===== config.mk =====
export PLATFORM = sky130hd
export DESIGN_NAME = reg_context_mover
export DESIGN_NICKNAME = d
export VERILOG_FILES = /design/src/rtl/reg_context_mover_pkg.sv /design/src/rtl/reg_context_mover.sv
export SDC_FILE = /design/constraint.sdc
export NUM_CORES = 1
export LEC_CHECK = 0
export BUFFER_PORTS_ARGS = -buffer_cell sky130_fd_sc_hd__buf_2
export CAP_MARGIN = 10
export CORE_ASPECT_RATIO = 1.25
export CORE_MARGIN = 1.5
export CORE_UTILIZATION = 43
export CTS_BUF_LIST = sky130_fd_sc_hd__clkbuf_16
export CTS_CLUSTER_DIAMETER = 120
export CTS_CLUSTER_SIZE = 24
export DETAILED_ROUTE_END_ITERATION = 10
export PLACE_DENSITY = 0.78
export SYNTH_ARGS = -nofsm -noshare
export SYNTH_HDL_FRONTEND = slang
export SYNTH_SLANG_ARGS = --single-unit

===== constraint.sdc =====
create_clock -name clk -period 4.19 [get_ports clk]
set_input_delay 0.838 -clock clk [delete_from_list [all_inputs] [get_ports clk]]
set_output_delay 0.838 -clock clk [all_outputs]
set_load 0.005 [all_outputs]

===== src/rtl/reg_context_mover_pkg.sv =====
// Shared definitions for the register-file context save/restore sequencer.
package reg_context_mover_pkg;

  localparam int DATA_W = 16;
  localparam int ADDR_W = 4;

  typedef enum logic [1:0] {
    ST_IDLE    = 2'd0,
    ST_SAVE    = 2'd1,
    ST_RESTORE = 2'd2,
    ST_DONE    = 2'd3
  } state_t;

endpackage


===== src/rtl/reg_context_mover.sv =====
// Context mover: walks registers FIRST_REG..LAST_REG through the register
// file read port into a valid/ready stream (save), or writes an incoming
// valid/ready stream back into the same range through the write port (restore).
module reg_context_mover #(
  parameter int DATA_W    = reg_context_mover_pkg::DATA_W,
  parameter int ADDR_W    = reg_context_mover_pkg::ADDR_W,
  parameter int FIRST_REG = 0,
  parameter int LAST_REG  = 15
) (
  input  logic              clk,
  input  logic              rst,
  input  logic              save_req,
  input  logic              restore_req,
  input  logic              abort,
  output logic              busy,
  output logic              done,
  output logic [ADDR_W-1:0] rf_src_reg,
  input  logic [DATA_W-1:0] rf_src_data,
  output logic [ADDR_W-1:0] rf_dst_reg,
  output logic [DATA_W-1:0] rf_dst_data,
  output logic              rf_write,
  output logic [DATA_W-1:0] out_data,
  output logic              out_valid,
  input  logic              out_ready,
  input  logic [DATA_W-1:0] in_data,
  input  logic              in_valid,
  output logic              in_ready
);
  import reg_context_mover_pkg::*;

  localparam logic [ADDR_W-1:0] LP_FIRST = ADDR_W'(FIRST_REG);
  localparam logic [ADDR_W-1:0] LP_LAST  = ADDR_W'(LAST_REG);

  state_t              r_state;
  state_t              w_state_nxt;
  logic [ADDR_W-1:0]   r_idx;
  logic [DATA_W-1:0]   r_out_data;
  logic                r_out_valid;
  // Set once the LAST_REG word has been loaded into the output register, so
  // idx can stop at LAST_REG instead of running one past it.
  logic                r_sent_last;
  logic                w_advance;
  logic                w_in_restore;

  // Output slot can take a new word when empty or when its word is being taken.
  assign w_advance    = !r_out_valid || out_ready;
  // Abort cuts the restore handshake and write strobe in the same cycle.
  assign w_in_restore = (r_state == ST_RESTORE) && !abort;

  // State register.
  always_ff @(posedge clk or negedge rst) begin
    if (!rst) r_state <= ST_IDLE;
    else      r_state <= w_state_nxt;
  end

  // Next-state logic; abort overrides every other transition.
  always_comb begin
    w_state_nxt = r_state;
    if (abort) begin
      w_state_nxt = ST_IDLE;
    end else begin
      case (r_state)
        ST_IDLE: begin
          if (save_req)         w_state_nxt = ST_SAVE;
          else if (restore_req) w_state_nxt = ST_RESTORE;
        end
        ST_SAVE: begin
          if (w_advance && r_sent_last) w_state_nxt = ST_DONE;
        end
        ST_RESTORE: begin
          if (in_valid && (r_idx == LP_LAST)) w_state_nxt = ST_DONE;
        end
        default: w_state_nxt = ST_IDLE;
      endcase
    end
  end

  // Index counter and registered save-stream output.
  always_ff @(posedge clk or negedge rst) begin
    if (!rst) begin
      r_idx       <= '0;
      r_out_data  <= '0;
      r_out_valid <= 1'b0;
      r_sent_last <= 1'b0;
    end else if (abort) begin
      r_out_valid <= 1'b0;
      r_sent_last <= 1'b0;
    end else begin
      case (r_state)
        ST_IDLE: begin
          if (save_req || restore_req) begin
            r_idx       <= LP_FIRST;
            r_sent_last <= 1'b0;
          end
        end
        ST_SAVE: begin
          if (w_advance) begin
            if (!r_sent_last) begin
              r_out_data  <= rf_src_data;
              r_out_valid <= 1'b1;
              if (r_idx == LP_LAST) r_sent_last <= 1'b1;
              else                  r_idx       <= r_idx + 1'b1;
            end else begin
              r_out_valid <= 1'b0;
            end
          end
        end
        ST_RESTORE: begin
          if (in_valid && (r_idx != LP_LAST)) r_idx <= r_idx + 1'b1;
        end
        default: r_sent_last <= 1'b0;
      endcase
    end
  end

  assign busy        = (r_state != ST_IDLE);
  assign done        = (r_state == ST_DONE);
  assign rf_src_reg  = (r_state == ST_SAVE) ? r_idx : '0;
  assign rf_dst_reg  = w_in_restore ? r_idx : '0;
  assign rf_dst_data = w_in_restore ? in_data : '0;
  assign rf_write    = w_in_restore && in_valid;
  assign in_ready    = w_in_restore;
  assign out_data    = r_out_data;
  assign out_valid   = r_out_valid;

endmodule


Yosys cells after proc, flatten, opt, wreduce, memory -nomap -nowiden. Cells that the tools add are included.

Register bits: 24. Bits of input ports: 39. Output and inout port bits: 45. Word-level logic and storage cells: 68.

$add $sub $neg: 1. Equal/unequal tests: 16. Multiplexer cells: 25. Bitwise logic cells: 2. Reduce and logical (&&, ||, !) cells: 19.

Operators with widths (number): 2-to-1 mux 4 bit (7); 2-to-1 mux 16 bit (1); one-hot mux 4 bit (3 select lines) (1); 2-to-1 mux 2 bit (5); inequality test 2 bit, second input constant (5); 2-to-1 mux 1 bit (9); inequality test 3 bit, second input constant (3); inequality test 4 bit, second input constant (2); AND reduction 7 bit (1); one-hot mux 2 bit (3 select lines) (1); AND reduction 3 bit (2); nonzero test 2 bit (3); logical AND 1 bit (5); adder 4 x 1 -> 4 bit, second input constant (1); == test 2 bit, second input constant (2); == test 4 bit, second input constant (1); AND reduction 4 bit (1); inequality test 3 x 2 -> 1 bit, second input constant (1); one-hot mux 1 bit (3 select lines) (1); nonzero test 3 bit (1); == test 2 x 1 -> 1 bit, second input constant (1); logical NOT 1 bit (2); logical NOT 2 bit (1); logical OR 1 bit (2); other kinds (3) (4).

Longest topological paths before layout. Gate-level depths: netlist of run 1.

Depth in word-level cells: 6. Mapped depth: 8. Mapped depth without buffers: 6.

Worst setup path before layout of run 1. OpenSTA, ideal clock, no wires.

Path kind: input -> output. From: input port abort. To: output port rf_dst_data[10]. Arrival: 1.513 ns. Data required time: 3.352 ns. Slack: 1.839 ns. Cell stages on the path: 4. Buffers on the path: 2. Cells stage by stage: buf_4 nor2_1 clkbuf_1 and2_1.

Longest elaborated chain between the ends: 3.

Ends and longest elaborated chain: from (decl) (line reg_context_mover.sv:14) `input logic abort,`; logical NOT 1 bit (line reg_context_mover.sv:48) `assign w_in_restore = (r_state == ST_RESTORE) && !abort;`; logical AND 1 bit (line reg_context_mover.sv:48); net in_ready (line reg_context_mover.sv:27) `output logic in_ready`; 2-to-1 mux 16 bit (line reg_context_mover.sv:120) `assign rf_dst_data = w_in_restore ? in_data : '0;`; to (decl) (line reg_context_mover.sv:20) `output logic [DATA_W-1:0] rf_dst_data,`.

The timed path passes the listed nets, and every way through them passes these cells.

Worst setup path after layout of run 1.
From: register r_state[0]. To: output port rf_dst_data[7].

Longest elaborated chain between the ends: 3.

Ends and longest elaborated chain: from (decl) (line reg_context_mover.sv:34) `state_t r_state;`; from (signal assigned) (line reg_context_mover.sv:53) `else r_state <= w_state_nxt;`; == test 2 bit (line reg_context_mover.sv:48); logical AND 1 bit (line reg_context_mover.sv:48); 2-to-1 mux 16 bit (line reg_context_mover.sv:120).

Every way passes these cells.

==> results of run 1 <==
-- sequential cells by signal, indices dropped and copies added (netlist names) --
signal       flops
out_valid        1
r_sent_last      1
r_idx            4
r_state          2
out_data        16
-- path summary, 6_finish.rpt --
path | slack (ps) | endpoint | depth (start not counted) | start
hold reg to reg | 500 | out_data[0] | 1 | out_data[0]
min in group asynchronous | 550 | r_idx[0] | 1 | rst
setup reg to reg | 2290 | out_data[8] | 6 | r_state[1]
setup / recovery | 1250 | rf_dst_data[7] | 6 | r_state[0]
hold / removal | 500 | out_data[0] | 1 | out_data[0]
max in group asynchronous | 3310 | out_data[7] | 1 | rst
-- power groups by stage --
stage / Sequential [mW] / Clock (mW) / Combinational, mW
after floorplan: 0.396 / 0 / 0.259
after global placement: 0.387 / 0 / 0.427
after detailed placement: 0.391 / 0 / 0.438
after CTS: 0.388 / 0.205 / 0.438
after global routing: 0.404 / 0.215 / 0.482
final: 0.387 / 0.197 / 0.429
-- cells by family (layout without fill, tap and decap cells) --
group,Yosys count,count (layout)
AOI/OAI and AO/OA,15,15
adders and majority gates,5,5
buffers and inverters,12,94
DFF,24,24
muxes,18,18
and+or+nand+nor,54,54
-- worst reg2reg max path, stage by stage, from the launching register on --
cell and delay (ps):
dfrtp_1 410, inv_1 120, ha_1 350, nand2b_2 150
nor2_1 150, o21ai_2 240, mux2_2 360
-- Yosys cell counts --
master,number
nand2_1,4
ha_1,5
a21boi_0,1
o21ai_0,2
dfrtp_1,24
or3b_4,1
or3b_2,1
o31a_1,1
nand2_2,1
nor2b_1,3
and2_1,24
nand3_1,3
mux2i_1,1
o211ai_1,1
o41ai_1,1
nand2b_2,1
mux2_1,1
nor3_1,5
nand4_1,1
nor4_1,1
inv_1,7
o31ai_1,1
nor2_1,5
o21ai_2,1
or3_1,1
a221o_1,2
a21oi_4,1
clkbuf_1,2
buf_2,1
nor3_2,1
mux2_2,16
a21oi_1,3
o21ai_1,1
nand3b_1,2
buf_4,2
-- cell usage in the layout (no fill, tap or decap), types with 2 or more instances in the layout --
cell       synthesis  layout
clkbuf_16          0       3
nor2b_1            3       3
dfrtp_1           24      24
inv_1              7       7
nand3b_1           2       2
a21oi_1            3       3
buf_2              1      83
nand2_1            4       4
and2_1            24      24
ha_1               5       5
nand3_1            3       3
o21ai_0            2       2
nor3_1             5       5
a221o_1            2       2
nor2_1             5       5
mux2_2            16      16
-- area by class of cell --
cell class | instances | area [um^2]
sequential | 24 | 601
clock buffer | 3 | 75.1
inverter | 7 | 26.3
multi-input combinational | 92 | 701
tap | 36 | 45.0
clock inverter | 1 | 3.75
timing repair buffer | 83 | 415
fill | 267 | 1110
-- per-layer routing --
layer	global-route usage (%)	share of wire, %
met3	3.18	11
met5	0	0
met1	18.8	39
met2	30.4	48
met4	8.65	2.0
==> metrics.cfg, run 1 <==
[run_status]
status=complete, no violations

[final_layout]
post-route-util_pct=62.8
fin_area_um2=1870
instances_no_fill=246
syn2layout_area_growth_pct=37.8
final_net_count=255
layout-drive-gt1-share_pct=51.9
antenna-diode-count=0

[timing]
rsz0062_at_grt=false
hold_ws_ps=496
fmax_mhz=340
max_slew_margin_pct=45.2
fin_crit_ps=2940
hold_viol=0
maxSlewViolCount=0
setup_viol=0
post-route-period-util_pct=70.2
skew_ps=1.99
finalSetupTns_ps=0
max_slew.worst_pin.slew_ps=819
setup_ws_ps=1250

[logic_synthesis]
synth_top_cell_by_area=dfrtp_1
yosys_warnings=0
synth-seq-cells=24
synth_top_family_by_area=simple AND/OR/NAND/NOR gates
syn_inst=128
synthAdderAreaFrac_pct=4.62
synthesis.area_um2=1360
synth_mux_area_share_pct=14.9
synth_compound_area_share_pct=8.49
yosysTopAreaCellShare_pct=44.3
synth_nets=172
ys_types=35
ys_seq_area_share_pct=44.3
synthSimpleGateAreaFrac_pct=23.7
synth_xor_xnor_area_share_pct=0
synth_area_leaders=dfrtp_1 (44%), mux2_2 (13%), and2_1 (11%)
syn_area_per_cell_um2=10.6

[worst_setup_path]
crit_fanout=21
worstPathArrival_ps=2100
critical_path_class=register to output pin
path_buf_inv=3
crit_required_ps=3350
critPathMostFrequentCell=inv_1
crit_path_max_incr_delay_ps=640
worstPathCellList=inv_1 > ha_1 > inv_1 > nor2_1 > and2_1 > buf_2
worst_path_dominant_cell_family=simple AND/OR/NAND/NOR gates
start_kind=register
cpMaxStageDelayCell=nor2_1
worst_setup_path_end_kind=output pin

[floorplan]
die_h_um=65.8
rows=22
ioPinCount=84
die_area_um2=3500
initial_core_util_pct=45.6
coreArea_um2=2970
fp.dieW_um=53.2

[global_routing]
grt_max_degree=25
gr-total-overflow=0
grt_first_pass_wirelength_um=4490
grt_usage_pct=17.2
first_global_vias=1113
antenna_found_initial=0

[power_and_ir_drop]
p_leak_nw=0.996
p_int_mw=0.692
pwr-share-clk_pct=19.5
switching_power_mw=0.321
finalPower_mw=1.01
irDropWorstVdd_mv=0.333
switching_share_pct=31.7
p_seq_share_pct=38.2
comb_power_share_pct=42.3
power.density_nw_per_um2=543

[clocking]
cts_tree=yes
cts_buffers=3
cts.sinks=24
cts_resized=0
clkLatencyLatePin_ps=250
cts-root-buf=clkbuf_16
clk_path_buf_depth=2
holdBufCountCts=0
htreeDepth=1
clk_pin_slew_ps=60
postCtsSetupRepairBufs=0

[place]
place_inst=242
dp_slack_ps=1310
place_hpwl_um=2330
port_buffers=83
gp_congestion=0.837
place_area_um2=1790

[route]
via_count=1228
wl_per_cell_um=11.5
routed_wl_um=2830
drc=0
drtIter0Drc=13
vias_per_cell=4.99
first_pass_iters=4
antenna_left=0

[run]
maxCapViolCount=0

[min_path]
hold_class=register to register

(Power assumes the default switching activity.)
==> run 2: changes to the inputs <==
--- a/config.mk
+++ b/config.mk
@@ -9,12 +9,12 @@
 export CAP_MARGIN = 10
 export CORE_ASPECT_RATIO = 1.25
 export CORE_MARGIN = 1.5
-export CORE_UTILIZATION = 43
+export CORE_UTILIZATION = 42
 export CTS_BUF_LIST = sky130_fd_sc_hd__clkbuf_16
 export CTS_CLUSTER_DIAMETER = 120
 export CTS_CLUSTER_SIZE = 24
 export DETAILED_ROUTE_END_ITERATION = 10
-export PLACE_DENSITY = 0.78
+export PLACE_DENSITY = 0.77
 export SYNTH_ARGS = -nofsm -noshare
 export SYNTH_HDL_FRONTEND = slang
 export SYNTH_SLANG_ARGS = --single-unit
==> constraint.sdc (replaced) <==
create_clock -name clk -period 2.8 [get_ports clk]
set_input_delay 0.56 -clock clk [delete_from_list [all_inputs] [get_ports clk]]
set_output_delay 0.56 -clock clk [all_outputs]
set_load 0.005 [all_outputs]
==> run 2 against run 1 <==
Count of clock-buffer cells in the layout stayed put. Routed wire length rose by 1.8%. First-iteration DRC count rose by 31%. Worst hold slack lost 220 ps. Power is 61% higher. Highest routed layer unchanged.
==> metrics.cfg, run 2 (same netlist as run 1, synthesis figures left out) <==
[worst_setup_path]
crit_fanout=21  ; unchanged
critical_path_class=register to output pin
worstPathArrival_ps=1670  ; -430 ps
worstPathCellList=inv_1 > ha_1 > inv_1 > nor2_1 > buf_4 > and2_1 > buf_2
worst_path_dominant_cell_family=buffers and inverters
start_kind=register
crit_path_max_incr_delay_ps=420  ; -220 ps
crit_required_ps=2240  ; -1110 ps
cpMaxStageDelayCell=dfrtp_1
worst_setup_path_end_kind=output pin
path_buf_inv=4  ; +1
critPathMostFrequentCell=inv_1

[timing]
fin_crit_ps=2230
rsz0062_at_grt=false
max_slew_margin_pct=47.5  ; +2.3 points
setup_viol=0  ; unchanged
hold_ws_ps=275  ; -221 ps
skew_ps=1.37  ; -0.616 ps
fmax_mhz=449
maxSlewViolCount=0  ; unchanged
post-route-period-util_pct=79.5
max_slew.worst_pin.slew_ps=788  ; -31.8 ps
finalSetupTns_ps=0  ; unchanged
hold_viol=0  ; unchanged

[power_and_ir_drop]
p_seq_share_pct=35.8  ; -2.4 points
pwr-share-clk_pct=24.5  ; +5.0 points
switching_share_pct=30.5  ; -1.2 points
switching_power_mw=0.496  ; +54%
finalPower_mw=1.63  ; +61%
p_leak_nw=1.01  ; +1.8%
p_int_mw=1.13  ; +64%
irDropWorstVdd_mv=0.547  ; +64%
comb_power_share_pct=39.7  ; -2.6 points
power.density_nw_per_um2=857  ; +58%

[clocking]
htreeDepth=1  ; unchanged
clk_path_buf_depth=2  ; unchanged
clkLatencyLatePin_ps=250  ; about the same
cts.sinks=24  ; unchanged
postCtsSetupRepairBufs=0  ; unchanged
holdBufCountCts=0  ; unchanged
cts_resized=0  ; unchanged
cts_buffers=3  ; unchanged
cts-root-buf=clkbuf_16
clk_pin_slew_ps=60  ; about the same
cts_tree=yes

[floorplan]
die_h_um=66.5  ; +1.1%
coreArea_um2=3000  ; +0.93%
die_area_um2=3580  ; +2.3%
rows=22  ; unchanged
fp.dieW_um=53.8  ; +1.1%
ioPinCount=84  ; unchanged
initial_core_util_pct=45.2  ; -0.42 points

[final_layout]
largest_reg_flops=16  ; unchanged
fin_area_um2=1900  ; +1.8%
most-common-layout-cells=buf_2 (83), and2_1 (24), dfrtp_1 (24)
fillers=273  ; +2.2%
layout-drive-gt1-share_pct=52.6  ; +0.70 points
final_common_cell=buf_2
final_net_count=256  ; +0.39%
antenna-diode-count=0  ; unchanged
syn2layout_area_growth_pct=40.3

[global_routing]
gr-total-overflow=0  ; unchanged
grt_first_pass_wirelength_um=4610  ; +2.6%
first_global_vias=1122  ; +0.81%
antenna_found_initial=0  ; unchanged
grt_max_degree=25  ; unchanged
grt_usage_pct=17.5  ; +0.31 points

[route]
vias_per_cell=4.93  ; -1.3%
wl_per_cell_um=11.6  ; +1.4%
routed_wl_um=2880  ; +1.8%
via_count=1217  ; -0.90%
antenna_left=0  ; unchanged
first_pass_iters=4  ; unchanged
drtIter0Drc=17  ; +4
drc=0  ; unchanged

[place]
place_hpwl_um=2350  ; +0.95%
port_buffers=83  ; unchanged
place_area_um2=1800  ; +0.42%
gp_congestion=0.840  ; +0.35%

[run_status]
status=complete, no violations

[run]
maxCapViolCount=0  ; unchanged

[min_path]
hold_class=primary input to async pin

==> run 2: changes by cell type in the layout (fill, tap and decap cells not counted) <==
cell / before / now
buf_4: 0 / 1
bufinv_16: 0 / 1
clkinv_1: 1 / 0
==> run 2: cell type report <==
type | instances | area (um^2) | area share [%]
clock inverter | 1 | 30.0 | 1.58
inverter | 7 | 26.3 | 1.38
clock buffer | 3 | 75.1 | 3.95
tap | 36 | 45.0 | 2.37
timing repair buffer | 84 | 423 | 22.3
sequential | 24 | 601 | 31.6
multi-input combinational | 92 | 701 | 36.9
==> run 2: through the flow <==
stage	utilization, %	cells	worst slack, ps
2_1_floorplan	-	128	937
3_3_place_gp	59.8	243	891
3_5_place_dp	59.8	243	843
4_1_cts	63.3	247	562
5_1_grt	63.3	247	426
6_report	63.3	247	574
==> run 2: final timing paths <==
kind                       cells past startpoint  slack, ps   startpoint              to
max                                            7        570   r_state[0]  rf_dst_data[5]
min                                            1        270          rst        r_idx[3]
min reg2reg                                    1        500  out_data[8]     out_data[8]
max reg2reg                                    6        900   r_state[1]     out_data[3]
min in group clk                               1        500  out_data[8]     out_data[8]
max in group asynchronous                      1       2180          rst    out_data[13]
==> run 2: power groups by stage <==
stage	clock network (mW)	logic [mW]	registers, mW
floorplan	0	0.387	0.593
global placement	0	0.647	0.579
detailed placement	0	0.659	0.589
CTS	0.409	0.659	0.583
global route	0.426	0.734	0.608
finish	0.399	0.647	0.583
==> run 2: routing by layer <==
layer	global-route usage, %	up-vias	share of wire (%)	wire length, um
li1	-	608	-	-
met1	20.8	527	41	1190
met2	29.7	78	47	1350
met3	1.35	4	8.9	255
met4	10.3	0	2.5	72
met5	0	-	0	0
